**config.mk**
```make
export PLATFORM = sky130hd
export DESIGN_NAME = scaler_v_line_sched
export DESIGN_NICKNAME = d
export VERILOG_FILES = /design/src/rtl/scaler_v_line_sched.sv
export SDC_FILE = /design/constraint.sdc
export NUM_CORES = 1
export LEC_CHECK = 0
export ABC_AREA = 1
export CORE_UTILIZATION = 40
export DETAILED_ROUTE_END_ITERATION = 10
export GPL_ROUTABILITY_DRIVEN = 0
export HOLD_SLACK_MARGIN = 0.06
export PLACE_DENSITY = 0.57
export SLEW_MARGIN = 20
export SYNTH_ARGS = -nofsm -noshare
export SYNTH_HDL_FRONTEND = slang
export SYNTH_SLANG_ARGS = --single-unit
```
**constraint.sdc**
```tcl
create_clock -name clk -period 3.4 [get_ports clk]
set_input_delay 0.34 -clock clk [delete_from_list [all_inputs] [get_ports clk]]
set_output_delay 0.34 -clock clk [all_outputs]
set_load 0.05 [all_outputs]
```
**src/rtl/scaler_v_line_sched.sv**
```systemverilog
// scaler_v_line_sched: line scheduler for the vertical scaler input line-buffer ring
// Inputs:  clk, rst_n, frame parameters (scale_step, line_in_size, frame_in_lines), video in_de/in_hs/in_vs
// Outputs: in_ready throttle, write port (wr_sel/wr_addr/wr_en), read port (rd_sel0/rd_sel1/dy/rd_addr/rd_en),
//          early output timing (out_hs_early/out_vs_early), sticky overrun flag err_ovf
module scaler_v_line_sched #(
  parameter int NUM_BUF    = 3,
  parameter int LINE_STEP  = 4096,
  parameter int FRAC_WIDTH = 10,
  parameter int SPARSE_OUT = 2,
  parameter int ADDR_WIDTH = 10
) (
  input  logic                  clk,
  input  logic                  rst_n,
  input  logic [15:0]           scale_step,
  input  logic [15:0]           line_in_size,
  input  logic [15:0]           frame_in_lines,
  input  logic                  in_de,
  input  logic                  in_hs,
  input  logic                  in_vs,
  output logic                  in_ready,
  output logic [1:0]            wr_sel,
  output logic [ADDR_WIDTH-1:0] wr_addr,
  output logic                  wr_en,
  output logic [1:0]            rd_sel0,
  output logic [1:0]            rd_sel1,
  output logic [FRAC_WIDTH-1:0] dy,
  output logic [ADDR_WIDTH-1:0] rd_addr,
  output logic                  rd_en,
  output logic                  out_hs_early,
  output logic                  out_vs_early,
  output logic                  err_ovf
);
  localparam int LSTEP_W = $clog2(LINE_STEP);
  typedef enum logic [1:0] {IDLE, PRM, READ, DONE} state_t;
  state_t state, state_d;
  logic [23:0] pos, prm_step;
  logic [15:0] prm_size, prm_lines, lines_wr, idx, idx_trk, size_eff, pix_addr;
  logic [1:0] lw_mod, idx_mod;
  logic [ADDR_WIDTH-1:0] rd_cnt;
  logic [7:0] cnt_sparse;
  logic frame_start, line_start, pix_last, caught, strobe, last;

  function automatic logic [1:0] nxt(input logic [1:0] v);
    return (int'(v) == NUM_BUF - 1) ? 2'd0 : v + 2'd1;
  endfunction

  assign frame_start = in_de & in_vs;
  assign line_start  = in_de & in_hs;
  assign idx         = 16'(pos >> LSTEP_W);
  // idx_trk/idx_mod follow idx one line per cycle so the ring index never needs a divider;
  // a line is only scheduled once the tracker has caught up with a possibly multi-line jump of pos
  assign caught      = idx_trk == idx;
  assign size_eff    = frame_start ? line_in_size : prm_size;
  assign pix_addr    = line_start ? 16'd0 : 16'(wr_addr) + 16'd1;
  assign pix_last    = in_de && pix_addr == size_eff - 16'd1;

  always_comb begin
    state_d = state;
    strobe  = 1'b0;
    last    = 1'b0;
    case (state)
      IDLE: if (caught) state_d = ({1'b0, idx} + 17'd1 >= {1'b0, prm_lines}) ? DONE :
                                  ({1'b0, lines_wr} >= {1'b0, idx} + 17'd2) ? PRM : IDLE;
      PRM:  state_d = READ;
      READ: begin
        strobe = cnt_sparse == 8'(SPARSE_OUT);
        last   = strobe && 16'(rd_cnt) == prm_size - 16'd1;
        if (last) state_d = IDLE;
      end
      DONE: state_d = DONE;
      default: state_d = IDLE;
    endcase
    if (frame_start) state_d = IDLE;
  end

  always_ff @(posedge clk or negedge rst_n)
    if (!rst_n) state <= IDLE;
    else state <= state_d;

  always_ff @(posedge clk or negedge rst_n) begin
    if (!rst_n) begin
      in_ready     <= 1'b1;
      wr_sel       <= '0;
      wr_addr      <= '0;
      wr_en        <= 1'b0;
      rd_sel0      <= '0;
      rd_sel1      <= '0;
      dy           <= '0;
      rd_addr      <= '0;
      rd_en        <= 1'b0;
      out_hs_early <= 1'b0;
      out_vs_early <= 1'b0;
      err_ovf      <= 1'b0;
      pos          <= '0;
      prm_step     <= '0;
      prm_size     <= '0;
      prm_lines    <= '0;
      lines_wr     <= '0;
      lw_mod       <= '0;
      idx_trk      <= '0;
      idx_mod      <= '0;
      rd_cnt       <= '0;
      cnt_sparse   <= '0;
    end else begin
      wr_en <= in_de;
      if (line_start) begin
        wr_addr <= '0;
        wr_sel  <= frame_start ? 2'd0 : lw_mod;
      end else if (in_de) wr_addr <= wr_addr + 1'b1;
      if (frame_start) begin
        lines_wr  <= {15'd0, pix_last};
        lw_mod    <= pix_last ? nxt(2'd0) : 2'd0;
        pos       <= '0;
        idx_trk   <= '0;
        idx_mod   <= '0;
        err_ovf   <= 1'b0;
        prm_step  <= (scale_step == 16'd0) ? 24'(LINE_STEP) : 24'(scale_step);
        prm_size  <= line_in_size;
        prm_lines <= frame_in_lines;
      end else begin
        if (pix_last) begin
          lines_wr <= lines_wr + 16'd1;
          lw_mod   <= nxt(lw_mod);
        end
        if (line_start && !in_ready) err_ovf <= 1'b1;
        if (last) pos <= pos + prm_step;
        if (!caught) begin
          idx_trk <= idx_trk + 16'd1;
          idx_mod <= nxt(idx_mod);
        end
      end
      // lines below idx are no longer needed, so a reader that skipped ahead never blocks the source
      in_ready     <= lines_wr < idx || (lines_wr - idx) < 16'(NUM_BUF);
      rd_en        <= strobe & ~frame_start;
      out_hs_early <= strobe & ~frame_start & (rd_cnt == '0);
      out_vs_early <= strobe & ~frame_start & (rd_cnt == '0) & (pos == '0);
      if (state == PRM) begin
        rd_sel0    <= idx_mod;
        rd_sel1    <= nxt(idx_mod);
        dy         <= pos[LSTEP_W-1 -: FRAC_WIDTH];
        rd_cnt     <= '0;
        cnt_sparse <= '0;
      end else if (state == READ) begin
        cnt_sparse <= strobe ? 8'd0 : cnt_sparse + 8'd1;
        if (strobe) begin
          rd_addr <= rd_cnt;
          rd_cnt  <= rd_cnt + 1'b1;
        end
      end
    end
  end
endmodule

```
=== After elaboration in Yosys (flattened, before gate mapping) ===
Index checks and enable logic that the tools add are counted.

* Bits in registers: 178
* Logic and storage cells: 113
* Bits of input ports: 53

* Reductions and logical operators: 18
* Bitwise gates (word level): 7
* $lt $le $gt $ge: 4
* Muxes and demuxes: 35
* Add/subtract/negate cells: 14
* Equality and inequality tests: 12

{| class="wikitable"
|+ Operators by type and width
! cell !! number
|-
| $mux 16 || 6
|-
| $mux 10 || 5
|-
| $mux 24 || 2
|-
| $add 16x1->16 const B || 2
|-
| $sub 16x1->16 const B || 2
|-
| $add 24x24->24 || 1
|-
| $logic_not 24->1 || 1
|-
| $mux 8 || 3
|-
| $mux 2 || 11
|-
| $add 10x1->10 const B || 2
|-
| $eq 10x16->1 || 1
|-
| $eq 11x16->1 || 1
|-
| $eq 16x12->1 || 1
|-
| $ge 13x16->1 || 1
|-
| $ge 16x13->1 || 1
|-
| $logic_not 16->1 || 1
|-
| $lt 16x12->1 || 1
|-
| $lt 16x2->1 const B || 1
|-
| $sub 16x12->16 || 1
|-
| $add 12x1->13 const B || 1
|-
| $add 12x2->13 const B || 1
|-
| $reduce_bool 2->1 || 6
|-
| $add 10x1->11 const B || 1
|-
| $mux 11 || 1
|-
| 18 further kinds || 36
|}

=== Longest topological paths before layout ===
Gate-level depths: netlist (run 1).

* Word-level depth: 7
* Gate-level depth with buffers: 21
* Depth with buffers taken out: 18

=== Worst setup path after synthesis (run 1) ===
OpenSTA, ideal clock, no wires.

* Path type: register -> register
* Start point: reg pos[13]
* End point: reg state[0]
* Library setup time: 117 ps
* Path slack: 826 ps
* Period minus slack after synthesis: 2574 ps
* Data arrival time: 2458 ps
* Stages on the path, launching flop included: 17
* Cells stage by stage: dfrtp_1 ha_1 nand3_1 nor2_1 nand2_1 xor2_1 o21ai_0 inv_1 ha_1 a21oi_1 o21ai_0 a22oi_1 nand3_1 o21ai_0 a21oi_1 nand2_1 nand2_1

* Longest elaborated chain between the ends: 7
* Elaborated cells between the ends (all ways): 12
* Classes of those cells: 2 x add/sub; 2 x order compare; 2 x eq/ne; 5 x mux; 1 x reduce/logical

{| class="wikitable"
|+ RTL lines
! what !! line !! source
|-
| from (decl) || 36 || <nowiki>logic [23:0] pos, prm_step;</nowiki>
|-
| from (signal assigned) || 126 || <nowiki>if (last) pos <= pos + prm_step;</nowiki>
|-
| $add 12x2->13 || 63 || <nowiki>({1'b0, lines_wr} >= {1'b0, idx} + 17'd2) ? PRM : IDLE;</nowiki>
|-
| $ge 16x13->1 || 63 ||
|-
| $mux 1 || 63 ||
|-
| $mux 2 (2 in series) || 62 || <nowiki>IDLE: if (caught) state_d = ({1'b0, idx} + 17'd1 >= {1'b0, prm_lines}) ? DONE :</nowiki>
|-
| $pmux 2 s4 || 61 || <nowiki>case (state)</nowiki>
|-
| $mux 2 || 73 || <nowiki>if (frame_start) state_d = IDLE;</nowiki>
|-
| to (signal assigned) || 78 || <nowiki>else state <= state_d;</nowiki>
|-
| to (decl) || 35 || <nowiki>state_t state, state_d;</nowiki>
|}

Parallel ways exist; a longest one is shown, timed or not. The select of a mux whose other input is x is not followed.
A chain may end at the register's enable or synchronous reset.

=== Worst setup path after layout (run 1) ===
* Start point: reg pos[14]
* End point: reg state[0]

The elaborated chain is that of the path after synthesis.

==> results of run 1 <==
-- sequential cells by signal, indices dropped and copies added (netlist names), 8 cells and up --
signal / flops
dy: 10
pos: 24
prm_size: 16
rd_addr: 10
cnt_sparse: 8
prm_lines: 16
wr_addr: 10
rd_cnt: 10
idx_trk: 16
prm_step: 16
lines_wr: 16
-- cells in the mapped netlist (5+ instances only) --
| master | instances |
|---|---|
| o31ai_1 | 5 |
| clkinv_1 | 6 |
| o21ai_0 | 72 |
| nand2_1 | 524 |
| a31oi_1 | 7 |
| nor2_1 | 165 |
| xnor2_1 | 23 |
| nor3_1 | 37 |
| nand3_1 | 182 |
| a21oi_1 | 68 |
| o21a_1 | 11 |
| dfrtp_1 | 169 |
| nor2_4 | 10 |
| nand4_1 | 46 |
| o21ai_1 | 5 |
| nand2_2 | 14 |
| clkbuf_1 | 25 |
| or2_2 | 6 |
| buf_2 | 10 |
| buf_6 | 7 |
| nand3b_1 | 23 |
| ha_1 | 69 |
| nor2_2 | 6 |
| nor4_1 | 16 |
| xor2_1 | 59 |
| nand2_4 | 6 |
| inv_1 | 186 |
-- final cells by class --
type                       count  share of cell area, %
multi-input combinational   1391                   50.5
sequential                   170                   28.9
timing repair buffer         124                   8.03
inverter                     196                   5.00
tap                          396                   3.37
clock buffer                  20                   3.10
clock inverter                12                   1.11
-- where the power goes --
group	total [mW]	switching (mW)	internal, mW
logic	1.84	1.20	0.631
clock network	2.10	0.897	1.21
registers	2.43	0.192	2.24
total	6.37	2.29	4.08
-- final timing paths --
path	startpoint	to	slack, ns	depth (start not counted)
worst max-delay path	pos[14]$_DFFE_PN0P_	state[0]$_DFFE_PN0P_	0.25	16
worst min-delay path	frame_in_lines[13]	prm_lines[13]$_DFFE_PN0N_	0.44	3
min in group asynchronous	rst_n	cnt_sparse[7]$_DFFE_PN0P_	0.47	2
worst min register to register	dy[3]$_DFFE_PN0P_	dy[3]$_DFFE_PN0P_	0.47	2
max in group asynchronous	rst_n	dy[2]$_DFFE_PN0P_	2.07	3
worst max register to register	pos[14]$_DFFE_PN0P_	state[0]$_DFFE_PN0P_	0.25	16
-- critical path, cell delays in order, from the launching register on --
cell and delay (ns):
dfrtp_1 0.54, ha_1 0.26, nand3_1 0.18, nor2_1 0.21
nand2_1 0.10, xor2_1 0.17, o21ai_0 0.17, inv_1 0.06
ha_1 0.28, a21oi_1 0.14, o21ai_0 0.10, a22oi_1 0.15
nand3_1 0.22, o21ai_0 0.22, a21oi_1 0.09, nand2_1 0.09
nand2_1 0.05
-- timing repair --
action,4_1_cts,5_1_grt
setup endpoints to repair,0,2
hold endpoints to repair,67,0
gates resized for setup,0,4
hold buffers,1,0
-- metal layers --
| layer | wire [µm] | track usage (%) | vias to the layer above | part of all wire, % |
|---|---|---|---|---|
| met3 | 1680 | 3.44 | 56 | 4.6 |
| met4 | 874 | 7.08 | 0 | 2.4 |
| met5 | 0 | 0 | - | 0 |
| li1 | - | - | 6091 | - |
| met2 | 16600 | 37.9 | 325 | 46 |
| met1 | 17100 | 30.7 | 5751 | 47 |
-- logic make-up after synthesis --
logic type	count (synthesis)	share of synthesized area [%]
adders and majority gates	72	7.28
buffers and inverters	245	7.94
and+or+nand+nor	1050	37.4
DFF	170	33.5
muxes	2	0.168
xor gates and xnor gates	82	5.66
AOI/OAI and AO/OA	185	8.01
-- stage by stage --
stage | power, mW | utilization, % | hold WS, ns
floorplan | 3.68 | - | 0.0444
global placement | 4.27 | 45.6 | 0.400
detailed placement | 4.29 | 45.6 | 0.396
CTS | 6.41 | 47.6 | 0.430
global route | 6.73 | 47.6 | 0.457
finish | 6.37 | 47.6 | 0.439
==> flow_summary.json, run 1 <==
{
  "async_reset_ff_share_pct": 100,
  "row_count": 64,
  "dp_cells": 2276,
  "finalCritPeriodShare_pct": 92.6,
  "synth_flop_cell": "dfrtp_1",
  "initial_utilization_pct": 41.0,
  "ant_nets": 0,
  "dr_total_vias": 12200,
  "ys_types": 52,
  "synth_warnings": 0,
  "dp_hpwl_um": 27800,
  "multiInputGateArea_mm2": 0.00743,
  "ios": 95,
  "antennaDiodeCount": 0,
  "io_buffers": 94,
  "cts_tree": "done",
  "placed_cell_area_mm2": 0.0141,
  "synth_edf_count": 0,
  "yosysTopAreaCell": "dfrtp_1",
  "fin_crit_ns": 3.15,
  "dieArea_mm2": 0.0324,
  "setup_slack_ns": 0.252,
  "yosysSeqAreaShare_pct": 33.5,
  "design.core.area_mm2": 0.0309,
  "layout_common_cells": "nand2_1 (524), inv_1 (186), nand3_1 (182), dfrtp_1 (167), nor2_1 (165)",
  "synth_nets": 1931,
  "drt_pass1_iterations": 5,
  "routed_wl_um": 36300,
  "setup_viol": 0,
  "cap_violations": 0,
  "final_cell_area_mm2": 0.0147,
  "start_kind": "flop",
  "powerDensity_mw_per_mm2": 433,
  "min_path_type": "in -> reg",
  "drc": 0,
  "cts_buffers": 17,
  "critPathKind": "reg -> reg",
  "tightest_slew_ns": 0.845,
  "worst_skew_pair.late_latency_ns": 0.45,
  "regArea_mm2": 0.00426,
  "drv_slew": 0,
  "grt_max_degree": 74,
  "postCtsSetupBuffers": 0,
  "final_cell_count_no_fill": 2309,
  "rsz0062_at_grt": "no",
  "ys_top_cells_by_area": "dfrtp_1 (33%), nand2_1 (16%), nand3_1 (7.2%), ha_1 (6.8%), inv_1 (5.5%)",
  "syn2layout_area_growth_pct": 16.0,
  "place_ws_ns": 0.205,
  "syn_area_per_cell_um2": 7.03,
  "layout_commonest_cell": "nand2_1",
  "status": "finished clean",
  "skew_ns": 0.0158,
  "nets": 2025,
  "leakage_nw": 7.26,
  "grt_pass1_wl_um": 59700,
  "grt_pass1_vias": 11700,
  "drive_gt1_share_pct": 6.38,
  "groute.usage.overall_pct": 22.9,
  "ir_drop_mv": 0.365,
  "ys_ff_latch": 170,
  "routedWlPerCell_um": 15.7,
  "drt_iter0_markers": 890,
  "max-slew-margin-rel_pct": 43.2,
  "cp-end-kind": "flop",
  "viasPerCell": 5.29,
  "cts_max_path_buffers": 2,
  "path_clk_slew_ns": 0.07,
  "die_y_um": 180,
  "fillers": 3178,
  "cp.required_ns": 3.73,
  "cts.htree.levels": 4,
  "fin_tns_setup_ns": 0,
  "netlist.area_leader.share_pct": 33.3,
  "fmax_mhz": 318,
  "grt-ovfl-total": 0,
  "die_w_um": 180,
  "syn_area_mm2": 0.0127,
  "cts_root_buf": "clkbuf_16",
  "crit_fanout": 7,
  "hold_viol_final": 0,
  "cp.arrival_ns": 3.48,
  "synth_cells": 1806,
  "clock-sinks": 170,
  "antenna_found_initial": 0
}
No activity file was read; power rests on OpenSTA's default activity.
==> run 2, diff against run 1 <==
- SKIP_CTS_REPAIR_TIMING: default -> 1
==> results of run 2 <==
Same layout as run 1: the final DEF is identical, and so are final timing and power.
==> run 3, diff against run 2 <==
- ABC_AREA: 1 -> default
- CELL_PAD_IN_SITES_DETAIL_PLACEMENT: default -> 0
- CELL_PAD_IN_SITES_GLOBAL_PLACEMENT: default -> 1
- PLACE_DENSITY: 0.57 -> 0.72
==> run 3 against run 2 <==
Fmax decreased by 2.7%. Clock-buffer cell count fell by 3. Combinational power down 10%. Power down 1.3%. Via count fell by 22%. Register-to-register slack lost 0.09 ns. Clock power rose by 5%. Die area is 11% lower. Sequential power barely moved. Setup slack got worse by 0.089 ns. Synthesized area decreased by 12%. Clock skew decreased by 0.0012 ns. Critical path type unchanged. Highest routed layer unchanged.
==> flow_summary.json, run 3 <==
{
  "status": "finished clean",
  "finalPower_mw": 6.29,
  "skew_ns": 0.0146,
  "power.switching_mw": 2.11,
  "io_buffers": 94,
  "cp.arrival_ns": 3.61,
  "antenna_found_initial": 0,
  "grt_pass1_wl_um": 50200,
  "fin_crit_ns": 3.24,
  "syn2layout_area_growth_pct": 23.0,
  "layout_common_cells": "nand2_1 (199), dfrtp_1 (168), nor2_1 (100), clkdlybuf4s50_1 (93), buf_4 (81)",
  "regMostFlops": "pos",
  "fillers": 2614,
  "ys_types": 74,
  "synth_common_cells": "nand2_1 (200), dfrtp_1 (169), nor2_1 (100)",
  "dieArea_mm2": 0.0287,
  "path_clk_slew_ns": 0.08,
  "powerDensity_mw_per_mm2": 456,
  "p_comb_share_pct": 26.2,
  "drive_gt1_share_pct": 12.7,
  "drt_iter0_markers": 547,
  "drt_pass1_iterations": 5,
  "syn_area_mm2": 0.0112,
  "cts.htree.levels": 4,
  "grt-ovfl-total": 0,
  "ff2ff_setup_slack_ns": 0.16,
  "netSwitchingFraction_pct": 33.5,
  "finalCritPeriodShare_pct": 95.2,
  "layout_commonest_cell": "nand2_1",
  "synth_cells": 1271,
  "netlist.area_leader.share_pct": 37.7,
  "leakage_nw": 6.16,
  "nets": 1533,
  "ys_ff_latch": 170,
  "synth_nets": 1396,
  "routed_wl_um": 30100,
  "cap_violations": 0,
  "cts_max_path_buffers": 2,
  "largest_reg_flops": 24,
  "synth.most_common_cell": "nand2_1",
  "grt_pass1_vias": 9675,
  "worst_skew_pair.late_latency_ns": 0.44,
  "p_seq_share_pct": 38.7,
  "syn_area_per_cell_um2": 8.83,
  "grt_max_degree": 74,
  "cts_root_buf": "clkbuf_16",
  "cts_tree": "done",
  "pwr-share-clk_pct": 35.1,
  "antennaDiodeCount": 0,
  "final_cell_count_no_fill": 1793,
  "drv_slew": 0,
  "clock-sinks": 170,
  "hold_viol_final": 0,
  "row_count": 60,
  "cp.required_ns": 3.77,
  "cp-end-kind": "flop",
  "setup_viol": 0,
  "viasPerCell": 5.33,
  "critPathKind": "reg -> reg",
  "ios": 95,
  "design.core.area_mm2": 0.0273,
  "yosysSeqAreaShare_pct": 37.9,
  "synth_warnings": 0,
  "dp_cells": 1759,
  "max-slew-margin-rel_pct": 52.0,
  "dr_total_vias": 9559,
  "ys_top_cells_by_area": "dfrtp_1 (38%), ha_1 (7.7%), nand2_1 (6.7%), xnor2_1 (5.1%), xor2_1 (3.4%)",
  "fmax_mhz": 309,
  "internal_power_mw": 4.18,
  "routedWlPerCell_um": 16.8,
  "min_path_type": "in -> reg",
  "ir_drop_mv": 0.426,
  "die_w_um": 169,
  "synth_flop_cell": "dfrtp_1",
  "dp_hpwl_um": 22300,
  "drc": 0,
  "tightest_slew_ns": 0.715,
  "yosysTopAreaCell": "dfrtp_1",
  "ant_nets": 0,
  "start_kind": "flop",
  "groute.usage.overall_pct": 22.1,
  "crit_fanout": 4,
  "initial_utilization_pct": 41.2,
  "synth_edf_count": 0,
  "die_y_um": 169,
  "cts_buffers": 17,
  "async_reset_ff_share_pct": 100,
  "whs_ns": 0.414
}
run 3: cell count changes in the layout (fill, tap and decap cells not counted), sizes merged, moves of 42 or more:
cell	change
nand2	-345
nand3	-150
inv	-130
nor2	-82
buf	+56
xnor2	+42
run 3: power groups by stage:
stage	logic, mW	clock network [mW]	registers (mW)
floorplan	0.798	0	2.70
global placement	1.64	0	2.47
detailed placement	1.65	0	2.47
CTS	1.66	2.25	2.43
global route	1.82	2.34	2.46
finish	1.65	2.21	2.43
run 3: area by class of cell:
class / count / area [µm²] / share of cell area [%]
Clock buffer: 17 / 425 / 3.08
Timing Repair Buffer: 180 / 1640 / 11.9
Tap cell: 372 / 465 / 3.37
Clock inverter: 15 / 223 / 1.61
Sequential cell: 170 / 4260 / 30.8
Inverter: 57 / 214 / 1.55
Multi-Input combinational cell: 982 / 6580 / 47.7
run 3: cells by family (layout without fill, tap and decap cells):
| logic type | count (synthesis) | after routing | share of synthesized area (%) |
|---|---|---|---|
| and+or+nand+nor | 523 | 523 | 22.6 |
| AOI/OAI and AO/OA | 228 | 228 | 13.6 |
| DFF | 170 | 170 | 37.9 |
| buffers and inverters | 119 | 269 | 4.10 |
| xor gates and xnor gates | 110 | 110 | 8.83 |
| adders and majority gates | 72 | 72 | 8.23 |
| muxes | 49 | 49 | 4.68 |
run 3: per-stage QoR:
step | TNS, ns | util (%) | setup slack (ns) | instance area [µm²]
finish | 0 | 50.6 | 0.163 | 13800
global route | -0.0274 | 50.6 | -0.0168 | 13800
CTS | 0 | 50.4 | 0.0954 | 13700
detailed placement | -4.26 | 48.1 | -0.293 | 13100
global placement | -3.52 | 48.1 | -0.250 | 13100
floorplan | 0 | - | 0.0353 | 11300
run 3: worst paths after layout:
check,end,cells after the start,start
setup reg to reg,pos[4]$_DFFE_PN0P_,11,prm_size[1]$_DFF_PN0_
setup / recovery,pos[4]$_DFFE_PN0P_,11,prm_size[1]$_DFF_PN0_
hold / removal,prm_lines[14]$_DFFE_PN0N_,3,frame_in_lines[14]
hold reg to reg,prm_lines[13]$_DFFE_PN0N_,2,prm_lines[13]$_DFFE_PN0N_
max in group asynchronous,pos[6]$_DFFE_PN0P_,3,rst_n
min in group asynchronous,idx_trk[14]$_DFFE_PN0P_,2,rst_n
run 3: critical path: stages (launching register included):
cell      delay [ns]
dfrtp_1         0.41
inv_1           0.07
ha_1            0.17
or4b_4          0.50
or3_4           0.37
or4b_4          0.50
o31ai_4         0.08
o211ai_4        0.10
or2_4           0.30
buf_4           0.16
or3_1           0.36
a21oi_1         0.14
run 3: per-layer routing:
layer | track usage [%] | vias up | part of all wire (%)
li1 | - | 4762 | -
met1 | 31.1 | 4609 | 50
met2 | 35.1 | 154 | 45
met3 | 3.45 | 34 | 3.1
met4 | 6.42 | 0 | 1.7
met5 | 0 | - | 0
